File: src/rtl/bpu_pkg.sv
// Shared types and constants for the branch predictor update path.
package bpu_pkg;

  localparam logic [1:0] BHT_DEFAULT = 2'b01;

  typedef enum logic [1:0] {
    INIT,
    RUN,
    FLUSH
  } bpu_state_e;

  typedef struct packed {
    logic [31:0] pc;
    logic        taken;
    logic [31:0] target;
  } upd_rec_t;

  // Word-aligned PCs: the low two bits never select an entry.
  function automatic logic [31:0] bpu_idx(input logic [31:0] pc, input int idx_w);
    return (pc >> 2) & ((32'd1 << idx_w) - 32'd1);
  endfunction

endpackage

File: src/rtl/bpu_upd_fifo.sv
// Small synchronous FIFO for queued predictor training records.
module bpu_upd_fifo #(
  parameter int DEPTH = 4,
  parameter int WIDTH = 65
) (
  input  logic                     clk,
  input  logic                     rst,
  input  logic                     push,
  input  logic [WIDTH-1:0]         push_data,
  input  logic                     pop,
  input  logic                     flush,
  output logic [WIDTH-1:0]         head_data,
  output logic                     full,
  output logic                     empty,
  output logic [$clog2(DEPTH):0]   count
);

  localparam int PW = $clog2(DEPTH);
  localparam int CW = PW + 1;

  logic [WIDTH-1:0] mem [DEPTH];
  logic [PW-1:0]    wr_ptr;
  logic [PW-1:0]    rd_ptr;
  logic             do_push;
  logic             do_pop;

  assign full    = (count == CW'(DEPTH));
  assign empty   = (count == '0);
  assign do_push = push && !full;
  assign do_pop  = pop && !empty;

  always_ff @(posedge clk) begin
    if (do_push && !flush) begin
      mem[wr_ptr] <= push_data;
    end
  end

  // Flush drops everything, including a push arriving in the same cycle.
  always_ff @(posedge clk) begin
    if (rst || flush) begin
      wr_ptr <= '0;
      rd_ptr <= '0;
      count  <= '0;
    end else begin
      if (do_push) begin
        wr_ptr <= wr_ptr + PW'(1);
      end
      if (do_pop) begin
        rd_ptr <= rd_ptr + PW'(1);
      end
      case ({do_push, do_pop})
        2'b10:   count <= count + CW'(1);
        2'b01:   count <= count - CW'(1);
        default: count <= count;
      endcase
    end
  end

  assign head_data = mem[rd_ptr];

endmodule

File: src/rtl/bpu_update_ctrl.sv
// Arbitrates BHT/BTB writes between the clearing sweep and EX training updates,
// and raises a registered fetch redirect on mispredicted branches.
module bpu_update_ctrl
  import bpu_pkg::*;
#(
  parameter int ENTRIES = 64,
  parameter int IDX_W   = 6,
  parameter int QDEPTH  = 4
) (
  input  logic             clk,
  input  logic             rst,
  input  logic             i_ex_valid,
  input  logic             i_ex_is_branch,
  input  logic [31:0]      i_ex_pc,
  input  logic             i_ex_taken,
  input  logic [31:0]      i_ex_target,
  input  logic             i_ex_pred_taken,
  input  logic [31:0]      i_ex_pred_target,
  input  logic             i_flush_req,
  output logic             o_ex_stall,
  output logic             o_upd_valid,
  output logic [31:0]      o_upd_pc,
  output logic             o_upd_taken,
  output logic [31:0]      o_upd_target,
  output logic             o_sweep_valid,
  output logic [IDX_W-1:0] o_sweep_index,
  output logic             o_ready,
  output logic             o_redirect_valid,
  output logic [31:0]      o_redirect_pc,
  output logic [31:0]      o_mispredict_cnt
);

  localparam int CW = $clog2(QDEPTH) + 1;

  bpu_state_e       state_q;
  bpu_state_e       state_d;
  logic [IDX_W-1:0] sweep_cnt;

  upd_rec_t         push_rec;
  upd_rec_t         head_rec;
  logic             fifo_full;
  logic             fifo_empty;
  logic [CW-1:0]    fifo_count;
  logic             fifo_push;
  logic             fifo_pop;
  logic             fifo_flush;
  logic             mispredict;
  logic [31:0]      correct_pc;

  // The sweep counter only advances while clearing; it rests at 0 in RUN
  // so that a flush always starts from entry 0.
  always_ff @(posedge clk) begin
    if (rst) begin
      state_q   <= INIT;
      sweep_cnt <= '0;
    end else begin
      state_q <= state_d;
      if (state_q != RUN) begin
        sweep_cnt <= sweep_cnt + IDX_W'(1);
      end else begin
        sweep_cnt <= '0;
      end
    end
  end

  always_comb begin
    state_d = state_q;
    case (state_q)
      INIT, FLUSH: begin
        if (sweep_cnt == IDX_W'(ENTRIES - 1)) begin
          state_d = RUN;
        end
      end
      RUN: begin
        if (i_flush_req) begin
          state_d = FLUSH;
        end
      end
      default: state_d = INIT;
    endcase
  end

  always_comb begin
    o_sweep_valid = (state_q != RUN);
    o_sweep_index = sweep_cnt;
    o_ready       = (state_q == RUN);
    o_upd_valid   = (state_q == RUN) && !fifo_empty;
    o_upd_pc      = head_rec.pc;
    o_upd_taken   = head_rec.taken;
    o_upd_target  = head_rec.target;
  end

  assign o_ex_stall = (fifo_count == CW'(QDEPTH));
  assign fifo_push  = i_ex_valid && i_ex_is_branch && !fifo_full;
  assign fifo_pop   = (state_q == RUN) && !fifo_empty;
  assign fifo_flush = (state_q == RUN) && i_flush_req;

  assign push_rec.pc     = i_ex_pc;
  assign push_rec.taken  = i_ex_taken;
  assign push_rec.target = i_ex_target;

  bpu_upd_fifo #(
    .DEPTH(QDEPTH),
    .WIDTH($bits(upd_rec_t))
  ) u_fifo (
    .clk       (clk),
    .rst       (rst),
    .push      (fifo_push),
    .push_data (push_rec),
    .pop       (fifo_pop),
    .flush     (fifo_flush),
    .head_data (head_rec),
    .full      (fifo_full),
    .empty     (fifo_empty),
    .count     (fifo_count)
  );

  assign mispredict = (i_ex_taken != i_ex_pred_taken) ||
                      (i_ex_taken && i_ex_pred_taken && (i_ex_target != i_ex_pred_target));
  assign correct_pc = i_ex_taken ? i_ex_target : (i_ex_pc + 32'd4);

  // Detection runs in every state so that a branch resolved mid-sweep still redirects.
  always_ff @(posedge clk) begin
    if (rst) begin
      o_redirect_valid <= 1'b0;
      o_redirect_pc    <= '0;
      o_mispredict_cnt <= '0;
    end else begin
      o_redirect_valid <= fifo_push && mispredict;
      if (fifo_push && mispredict) begin
        o_redirect_pc    <= correct_pc;
        o_mispredict_cnt <= o_mispredict_cnt + 32'd1;
      end
    end
  end

endmodule

File: config.mk
export PLATFORM = sky130hd
export DESIGN_NAME = bpu_update_ctrl
export DESIGN_NICKNAME = d
export VERILOG_FILES = /design/src/rtl/bpu_pkg.sv /design/src/rtl/bpu_upd_fifo.sv /design/src/rtl/bpu_update_ctrl.sv
export SDC_FILE = /design/constraint.sdc
export NUM_CORES = 1
export LEC_CHECK = 0
export BUFFER_PORTS_ARGS = -buffer_cell sky130_fd_sc_hd__clkbuf_2
export CAP_MARGIN = 10
export CORE_ASPECT_RATIO = 0.6
export CORE_MARGIN = 3
export CORE_UTILIZATION = 40
export CTS_CLUSTER_DIAMETER = 150
export CTS_CLUSTER_SIZE = 40
export DETAILED_ROUTE_END_ITERATION = 8
export PLACE_DENSITY = 0.57
export SLEW_MARGIN = 20
export SYNTH_ARGS = -nofsm -noshare
export SYNTH_HDL_FRONTEND = slang
export SYNTH_SLANG_ARGS = --single-unit
export TNS_END_PERCENT = 5
File: constraint.sdc
create_clock -name clk -period 6 [get_ports clk]
set_input_delay 1.2 -clock clk [delete_from_list [all_inputs] [get_ports clk]]
set_output_delay 1.2 -clock clk [all_outputs]
set_load 0.01 [all_outputs]
==> impl_results.md, run 1 <==
- Initial drt markers: 823
- Die Width: 255 µm
- Worst-Skew Late Latency: 0.52 ns
- Num CTS Buffers: 12
- Fin nets: 1,353
- Rel. slew slack: 0.279
- Final Cell Area: 17,000 µm²
- Final setup violation count: 0
- Leading area contributor after synthesis: edfxtp_1
- Via/cell ratio: 5.58
- Drt first pass iters: 5
- Remaining Overflow, GRT: 0
- Tot GR Track Use: 0.208
- Slew @ Worst Pin: 1.08 ns
- Critical path endpoint category: output port
- Drt total wl: 42,100 µm
- Syn Area/Cell: 14.5 µm²
- Max cap viols: 0
- CTS tree: done
- Yosys reg bits: 342
- Vias in the first global route: 9,384
- Synth area leaders: edfxtp_1 (52%), dfxtp_1 (11%), mux4_2 (9.8%)
- Skew final: 0.0294 ns
- Core area: 36,600 µm²
- DR top layer: met4
- Layout area overhead: 13.8%
- Unique masters post-synth: 65
- Worst Path Arrival: 2.62 ns
- Sequential share of the synthesized area: 0.633
- HPWL Detailed: 29,900 µm
- Worst Path Max Fanout: 29
- H-Tree Depth: 1
- Post-CTS setup buffer count: 0
- Fin crit period: 3.82 ns
- Fillers: 3,259
- CTS sink cnt: 342
- Antenna violations before repair: 6
- Ys flop type: edfxtp_1
- Reg area: 9460 µm²
- Tcrit/Tclk final: 0.636
- Synth top area share: 0.523
- Yosys warning total: 0
- Power Dens Cells: 242 nW/µm²
- Top cells by count, synth: edfxtp_1 (260), dfxtp_1 (82), nor2_1 (82)
- Starting Density: 0.408
- First-pass GRT wire length: 62,300 µm
- IO Pins: 243
- Wire length on met2: 18,600 µm
- Post-CTS sizing: 0
- Placed instance area: 16,600 µm²
- Multi-input gate area: 5160 µm²
- Worst min path class: flip-flop to flip-flop
- IO Port Bufs: 242
- Per-cell routed wire length: 24.0 µm
- Hold Vio Cnt, Final: 0
- Post-route ant nets: 0
- FP Rows: 54
- Vias: 9,791
- CTS clock-pin slew for the worst setup and hold paths: 0.15 ns
- Share of cells above drive strength 1: 0.299
- Clock Path Buffers: 3
- Die ar.: 39,800 µm²
- Peak VDD IR: 0.000225 V
- Cts hold-fix bufs: 0
- Status: completed
- Gate Count Post-Synth: 1,033
- Setup TNS: 0 ns
- RD Place Congestion: 0.869
- Required @ worst endpoint: 4.80 ns
- Routed met3 length: 2690 µm
- DR DRC count: 0
- Largest net degree at the start of global routing: 57
- Net Count, Synth: 1,146
- Top-count cell post-synth: edfxtp_1
- Crit Path Category: flip-flop to output port
- Ys async rst share: 0
- Worst setup SP type: flip-flop
- Die height: 156 µm
- Met1 Wirelength: 19,600 µm
- LEAKAGE: 6.01 nW
- Root Driver: clkbuf_16
- Max frequency: 262 MHz
- Synth Cell Area: 14,900 µm²
- Worst hold slack: 0.471 ns
- Post-synth EDFFs: 260
- RSZ-0062 raised after global routing: false
- Max-slew violations: 0
[layout make-up]
cell class                      count  share of cell area
Antenna cell                        6            0.000883
Clock buffer                       19              0.0205
Inverter                           14             0.00309
Sequential cell                   342               0.556
Clock inverter                      1             0.00118
Multi-Input combinational cell    615               0.304
Timing Repair Buffer              255              0.0772
Tap cell                          504              0.0371
[logic make-up (layout without fill, tap and decap cells)]
kind of cell | after synthesis | in the layout | synth area share
flip-flops | 342 | 342 | 0.633
AND/OR/NAND/NOR | 329 | 329 | 0.124
AO/OA/AOI/OAI | 110 | 110 | 0.0484
multiplexers | 99 | 99 | 0.123
buffers and inverters | 76 | 289 | 0.0228
XOR/XNOR | 67 | 67 | 0.0393
adder cells (fa/ha/maj) | 10 | 10 | 0.00888
other | 0 | 6 | 0
[layout by cell type, fill, tap and decap left out, drive strengths merged, types with 3 or more instances in the layout]
| master | instances |
|---|---|
| edfxtp | 260 |
| clkbuf | 260 |
| nor2 | 83 |
| dfxtp | 82 |
| mux4 | 65 |
| nand4 | 56 |
| xor2 | 55 |
| o21ai | 44 |
| nand3 | 38 |
| nand2 | 37 |
| nor2b | 30 |
| mux2 | 28 |
| and3 | 20 |
| nor3 | 18 |
| nor4 | 16 |
| a21oi | 15 |
| buf | 14 |
| inv | 14 |
| xnor2 | 12 |
| a211oi | 12 |
| and4 | 11 |
| ha | 9 |
| o41ai | 8 |
| diode | 6 |
| mux2i | 6 |
| o22ai | 6 |
| a211o | 6 |
| and2 | 5 |
| o31ai | 5 |
| a31oi | 4 |
| or2 | 4 |
| nand2b | 3 |
| o211ai | 3 |
| or3 | 3 |
[per-stage QoR]
stage          power [mW]  setup WS [ns]   util  std cells
6_report             4.11           2.18  0.465       1756
5_1_grt              4.26           1.99  0.465       1756
4_1_cts              4.15           2.08  0.465       1750
3_5_place_dp         3.03           1.85  0.454       1730
3_3_place_gp         3.02           1.95  0.454       1730
2_1_floorplan        2.84           2.19      -       1033
[flip-flops by register name, indices dropped and copies added (netlist names), named ones only]
register,count
o_redirect_pc,32
u_fifo.wr_ptr,2
u_fifo.count,3
u_fifo.mem,260
u_fifo.rd_ptr,2
o_redirect_valid,1
o_mispredict_cnt,32
o_sweep_index,6
state_q,2
[power breakdown]
| part | internal [mW] | total [mW] | switching [mW] |
|---|---|---|---|
| clock | 0.419 | 1.13 | 0.713 |
| sequential | 2.60 | 2.62 | 0.0203 |
| combinational | 0.117 | 0.356 | 0.239 |
| total | 3.14 | 4.11 | 0.972 |
[worst paths after layout]
path / from / end / slack, ns / cells past startpoint
setup / recovery: flip-flop / o_upd_taken / 2.18 / 3
hold / removal: o_redirect_pc[21] / o_redirect_pc[21] / 0.47 / 2
setup reg to reg: u_fifo.count[0] / o_redirect_pc[16] / 2.78 / 6
hold reg to reg: o_redirect_pc[21] / o_redirect_pc[21] / 0.47 / 2
[layer usage]
metal  global-route usage  vias to the layer above
li1                     -                     4394
met1                0.310                     5016
met2                0.308                      335
met3               0.0368                       46
met4               0.0690                        0
met5                    0                        -
[worst max-delay path: stages (launching register included)]
cell and delay, ns:
dfxtp_4 0.79, buf_4 0.51, mux4_2 0.60, clkbuf_2 0.16
(Power assumes the default switching activity.)
==> run 2: changes to the inputs <==
- clock period: 6 -> 3.93 ns (I/O delays scaled with it)
==> run 2 against run 1 <==
Effect of this change:
- worst hold slack got worse by 0.0052 ns
- via count fell by 1.0%
- global-route usage rose by 0.19 points
- critical path depth did not move
- non-clock buffer count rose by 10
- clock power rose by 54%
- die area did not move
- largest cell class unchanged
- power rose by 53%
- routed wire length fell by 0.24%
- core utilization rose by 0.42 points
- cell area rose by 0.91%
- sequential share of layout area fell by 0.50 points
==> impl_results.md, run 2 (synthesized netlist as in run 1, its figures left out) <==
- LEAKAGE: 6.08 nW (+1.2%)
- Worst Path Max Fanout: 29 (unchanged)
- Rel. slew slack: 0.281 (+0.00281)
- Final setup violation count: 0 (unchanged)
- Power, Total: 6.29 mW (+53%)
- Vias: 9,693 (-1.0%)
- Starting Density: 0.408 (unchanged)
- Fin crit period: 3.18 ns
- Tcrit/Tclk final: 0.809
- Antenna violations before repair: 5 (-1)
- Die ar.: 39,800 µm² (unchanged)
- Vias in the first global route: 9,553 (+1.8%)
- Crit Path Category: flip-flop to output port
- Fin worst setup slack: 0.752 ns (-1.43 ns)
- Highest-count cells in the layout ignoring fill and taps: edfxtp_1 (260), clkbuf_2 (241), nor2_1 (82)
- Root Driver: clkbuf_16
- Die height: 156 µm (unchanged)
- Setup TNS: 0 ns (unchanged)
- IO Port Bufs: 242 (unchanged)
- Max cap viols: 0 (unchanged)
- Final Cell Area: 17,200 µm² (+0.91%)
- Post-CTS sizing: 0 (unchanged)
- Max-slew violations: 0 (unchanged)
- Die Width: 255 µm (unchanged)
- Remaining Overflow, GRT: 0 (unchanged)
- Post-route ant nets: 0 (unchanged)
- FP Rows: 54 (unchanged)
- Per-cell routed wire length: 23.8 µm (-0.69%)
- Drt total wl: 42,000 µm (-0.24%)
- Power Dens Cells: 367 nW/µm² (+52%)
- Largest regs: u_fifo.mem (260), o_mispredict_cnt (32), o_redirect_pc (32)
- Core area: 36,600 µm² (unchanged)
- Placed instance area: 16,800 µm² (+0.96%)
- Max reg flops: 260 (unchanged)
- Biggest register: u_fifo.mem
- Largest net degree at the start of global routing: 95 (+67%)
- Critical path endpoint category: output port
- Fin nets: 1,363 (+0.74%)
- Inst Count DP: 1,740 (+0.58%)
- Via/cell ratio: 5.49 (-1.4%)
- DR DRC count: 0 (unchanged)
- Commonest non-fill, non-tap cell in the layout: edfxtp_1
- Worst Path Arrival: 2.39 ns (-0.23 ns)
- Hold Vio Cnt, Final: 0 (unchanged)
- RSZ-0062 raised after global routing: false
- CTS tree: done
- Tot GR Track Use: 0.209 (+0.00188)
- Share of cells above drive strength 1: 0.304 (+0.00478)
- Required @ worst endpoint: 3.14 ns (-1.66 ns)
- Max frequency: 315 MHz
- Layout area overhead: 14.9%
- Clock Path Buffers: 3 (unchanged)
- Cts hold-fix bufs: 0 (unchanged)
- Status: completed
- Finished Layout Cells: 1,764 (+0.46%)
- Worst-Skew Late Latency: 0.52 ns (about the same)
- Post-CTS setup buffer count: 0 (unchanged)
- Drt first pass iters: 6 (+1)
- IO Pins: 243 (unchanged)
- Slew @ Worst Pin: 1.07 ns (-0.0108 ns)
- Peak VDD IR: 0.000264 V (+17%)
- Initial drt markers: 792 (-3.8%)
- Num CTS Buffers: 12 (unchanged)
- RD Place Congestion: 0.840 (-3.4%)
- CTS sink cnt: 342 (unchanged)
- Worst min path class: flip-flop to flip-flop
- HPWL Detailed: 30,100 µm (+0.55%)
- Setup WS pre-CTS: 0.599 ns (-1.26 ns)
- Worst setup SP type: flip-flop
- Skew final: 0.0357 ns (+0.00631 ns)
- CTS clock-pin slew for the worst setup and hold paths: 0.15 ns (about the same)
- H-Tree Depth: 1 (unchanged)
- First-pass GRT wire length: 63,000 µm (+1.1%)
[run 2: cell count changes in the layout (fill, tap and decap cells not counted)]
cell	change
nor2_1	+1
diode_2	-2
buf_12	+7
buf_4	+3
nor2_2	-1
[run 2: final cells by class]
| class | count | area [µm²] |
|---|---|---|
| clock inverter | 1 | 20.0 |
| timing repair buffer | 265 | 1470 |
| tap | 504 | 631 |
| antenna | 4 | 10.0 |
| inverter | 14 | 52.6 |
| sequential | 342 | 9460 |
| multi-input combinational | 615 | 5160 |
| fill | 3254 | 19400 |
| clock buffer | 19 | 348 |
[run 2: path summary, 6_finish.rpt]
kind,startpoint,endpoint,slack [ns],cells after the start
hold reg to reg,o_redirect_pc[21],o_redirect_pc[21],0.47,2
setup / recovery,flip-flop,o_upd_taken,0.75,3
hold / removal,o_redirect_pc[21],o_redirect_pc[21],0.47,2
setup reg to reg,u_fifo.count[0],o_redirect_pc[18],1.23,7
[run 2: per-layer routing]
layer,vias up,GRT usage,wire length [µm]
met2,243,0.322,19000
met1,4979,0.307,19700
li1,4427,-,-
met4,2,0.0523,944
met5,-,0,20
met3,42,0.0420,2370
[run 2: worst max-delay path, cell delays in order (launching register included)]
cell,delay [ns]
dfxtp_4,0.77
buf_12,0.32
mux4_2,0.59
clkbuf_2,0.15
[run 2: where the power goes]
group | internal (mW) | switching, mW
combinational | 0.189 | 0.363
clock | 0.640 | 1.10
sequential | 3.97 | 0.0331
total | 4.80 | 1.50
[run 2: metrics by stage]
stage	util	hold slack, ns
finish	0.469	0.466
global placement	0.459	0.444
detailed placement	0.459	0.453
global route	0.469	0.488
floorplan	-	0.447
CTS	0.469	0.472
==> run 3: changes to the inputs <==
- PLACE_DENSITY: 0.57 -> 0.59
- clock period: 3.93 -> 2.8 ns (I/O delays scaled with it)
==> run 3 against run 2 <==
Effect of this change:
- clock skew shrank 0.0030 ns
- clock power up 39%
- routed wire length about the same
- die area did not move
- final cell count is 1.4% higher
- sequential power increased by 40%
- register-to-register slack worse by 0.84 ns
- cell area grew 1.4%
- count of clock-buffer cells in the layout did not move
- critical path type unchanged
==> impl_results.md, run 3 (synthesized netlist as in run 1, its figures left out) <==
- Status: completed
- R2r worst-path depth: 6 (-1)
- Rel. slew slack: 0.620 (+0.338)
- Reg2reg setup slack: 0.39 ns (-0.84 ns)
- Largest regs: u_fifo.mem (260), o_mispredict_cnt (32), o_redirect_pc (32)
- Commonest non-fill, non-tap cell in the layout: edfxtp_1
- Drt first pass iters: 5 (-1)
- Starting Density: 0.408 (unchanged)
- Reg-to-reg endpoint: o_mispredict_cnt[26]
- Core area: 36,600 µm² (unchanged)
- Fin nets: 1,392 (+2.1%)
- Worst Path Max Fanout: 31 (+6.9%)
- HPWL Detailed: 30,200 µm (+0.34%)
- Worst hold slack: 0.266 ns (-0.199 ns)
- Antenna violations before repair: 0 (-5)
- Inst Count DP: 1,766 (+1.5%)
- Fin crit period: 2.60 ns
- FP Rows: 54 (unchanged)
- Power Dens Cells: 508 nW/µm² (+38%)
- CTS sink cnt: 342 (unchanged)
- Hold-critical path endpoint: u_fifo.mem[3][34]
- Critical path endpoint category: output port
- LEAKAGE: 6.24 nW (+2.6%)
- Slew @ Worst Pin: 0.566 ns (-0.506 ns)
- IO Pins: 243 (unchanged)
- Max cap viols: 0 (unchanged)
- Drt total wl: 42,000 µm (about the same)
- Tot GR Track Use: 0.208 (-0.00111)
- Crit Path Category: flip-flop to output port
- Setup WS pre-CTS: -0.0601 ns (-0.660 ns)
- First-pass GRT wire length: 62,800 µm (-0.17%)
- Max reg flops: 260 (unchanged)
- Via/cell ratio: 5.45 (-0.76%)
- Worst setup SP type: flip-flop
- Max frequency: 385 MHz
- Layout area overhead: 16.5%
- Post-route ant nets: 0 (unchanged)
- CTS tree: done
- RSZ-0062 raised after global routing: false
- Final Cell Area: 17,400 µm² (+1.4%)
- H-Tree Depth: 1 (unchanged)
- Hold Crit Depth: 1 (-1)
- Placed instance area: 17,000 µm² (+1.4%)
- Clock Path Buffers: 3 (unchanged)
- Die Width: 255 µm (unchanged)
- Num CTS Buffers: 12 (unchanged)
- Worst-Skew Late Latency: 0.53 ns (about the same)
- Vias: 9,756 (+0.65%)
- CTS clock-pin slew for the worst setup and hold paths: 0.16 ns (about the same)
- DR DRC count: 0 (unchanged)
- Remaining Overflow, GRT: 0 (unchanged)
- Max-slew violations: 0 (unchanged)
- Per-cell routed wire length: 23.5 µm (-1.5%)
- Skew final: 0.0328 ns (-0.00298 ns)
- Setup TNS: 0 ns (unchanged)
- Fillers: 3,284 (+0.92%)
- Worst Hold Launch: i_ex_pc[1]
- Share of cells above drive strength 1: 0.320 (+0.0157)
- Required @ worst endpoint: 2.24 ns (-0.90 ns)
- Initial drt markers: 725 (-8.5%)
- Hold Vio Cnt, Final: 0 (unchanged)
- Finished Layout Cells: 1,789 (+1.4%)
- Root Driver: clkbuf_16
- Largest net degree at the start of global routing: 66 (-31%)
- Peak VDD IR: 0.000348 V (+32%)
- Die height: 156 µm (unchanged)
- Tcrit/Tclk final: 0.927
- RD Place Congestion: 0.840 (about the same)
- IO Port Bufs: 242 (unchanged)
- Reg-to-Reg Start: o_mispredict_cnt[2]
- Fin worst setup slack: 0.204 ns (-0.548 ns)
- Final setup violation count: 0 (unchanged)
- Antenna Diode Count: 0 (-4)
- Worst Path Arrival: 2.04 ns (-0.35 ns)
- Worst min path class: input pin to flip-flop
- Vias in the first global route: 9,491 (-0.65%)
- Die ar.: 39,800 µm² (unchanged)
- Highest-count cells in the layout ignoring fill and taps: edfxtp_1 (260), clkbuf_2 (241), nor2_1 (82)
- Biggest register: u_fifo.mem
==> run 3: cell count changes in the layout (fill, tap and decap cells not counted), sizes merged <==
cell,delta
buf,+29
diode,-4
==> run 3: routing by layer <==
metal	global-route usage	wire length, µm	part of all wire	up-vias
met3	0.0490	3130	0.075	48
met4	0.0507	1110	0.026	0
met2	0.314	18500	0.44	335
met5	0	0	0	-
met1	0.307	19300	0.46	4911
li1	-	-	-	4462
==> run 3: stage by stage <==
stage / total power, mW / util
4_1_cts: 8.91 / 0.475
5_1_grt: 9.16 / 0.476
3_3_place_gp: 6.53 / 0.465
2_1_floorplan: 6.08 / -
3_5_place_dp: 6.54 / 0.465
6_report: 8.83 / 0.476
==> run 3: layout make-up <==
type	instances	area [µm²]	area share
sequential	342	9460	0.544
multi-input combinational	615	5160	0.297
timing repair buffer	294	1730	0.0994
tap	504	631	0.0363
clock buffer	19	348	0.0200
inverter	14	52.6	0.00302
clock inverter	1	20.0	0.00115
==> run 3: worst max path at each step <==
stage | start | end | slack [ns] | cells past startpoint
after floorplan | i_ex_valid | u_fifo.mem[3][0] | -0.37 | 4
after global placement | i_ex_target[31] | o_redirect_pc[1] | 0.02 | 8
after detailed placement | i_ex_target[31] | o_redirect_pc[3] | -0.06 | 8
after CTS | flip-flop | o_upd_target[2] | 0.02 | 3
after global routing | flip-flop | o_upd_target[2] | 0.09 | 3
final | flip-flop | o_upd_target[2] | 0.20 | 3
==> run 3: timing repair <==
item / CTS / global route
hold buffers: 0 / 0
hold endpoints to repair: 0 / 0
resized for setup: 0 / 0
setup buffers: 0 / 3
setup endpoints to repair: 0 / 32
==> run 3: worst max-delay path, stage by stage (launching register included) <==
cell and delay (ns):
dfxtp_4 0.45, buf_12 0.28, mux4_2 0.59, clkbuf_2 0.15
==> run 3: report_power, final <==
part | internal (mW) | leakage (nW) | total [mW] | switching [mW]
clock | 0.898 | 0.177 | 2.41 | 1.51
combinational | 0.284 | 3.04 | 0.807 | 0.523
sequential | 5.57 | 3.03 | 5.61 | 0.0440
total | 6.75 | 6.24 | 8.83 | 2.08
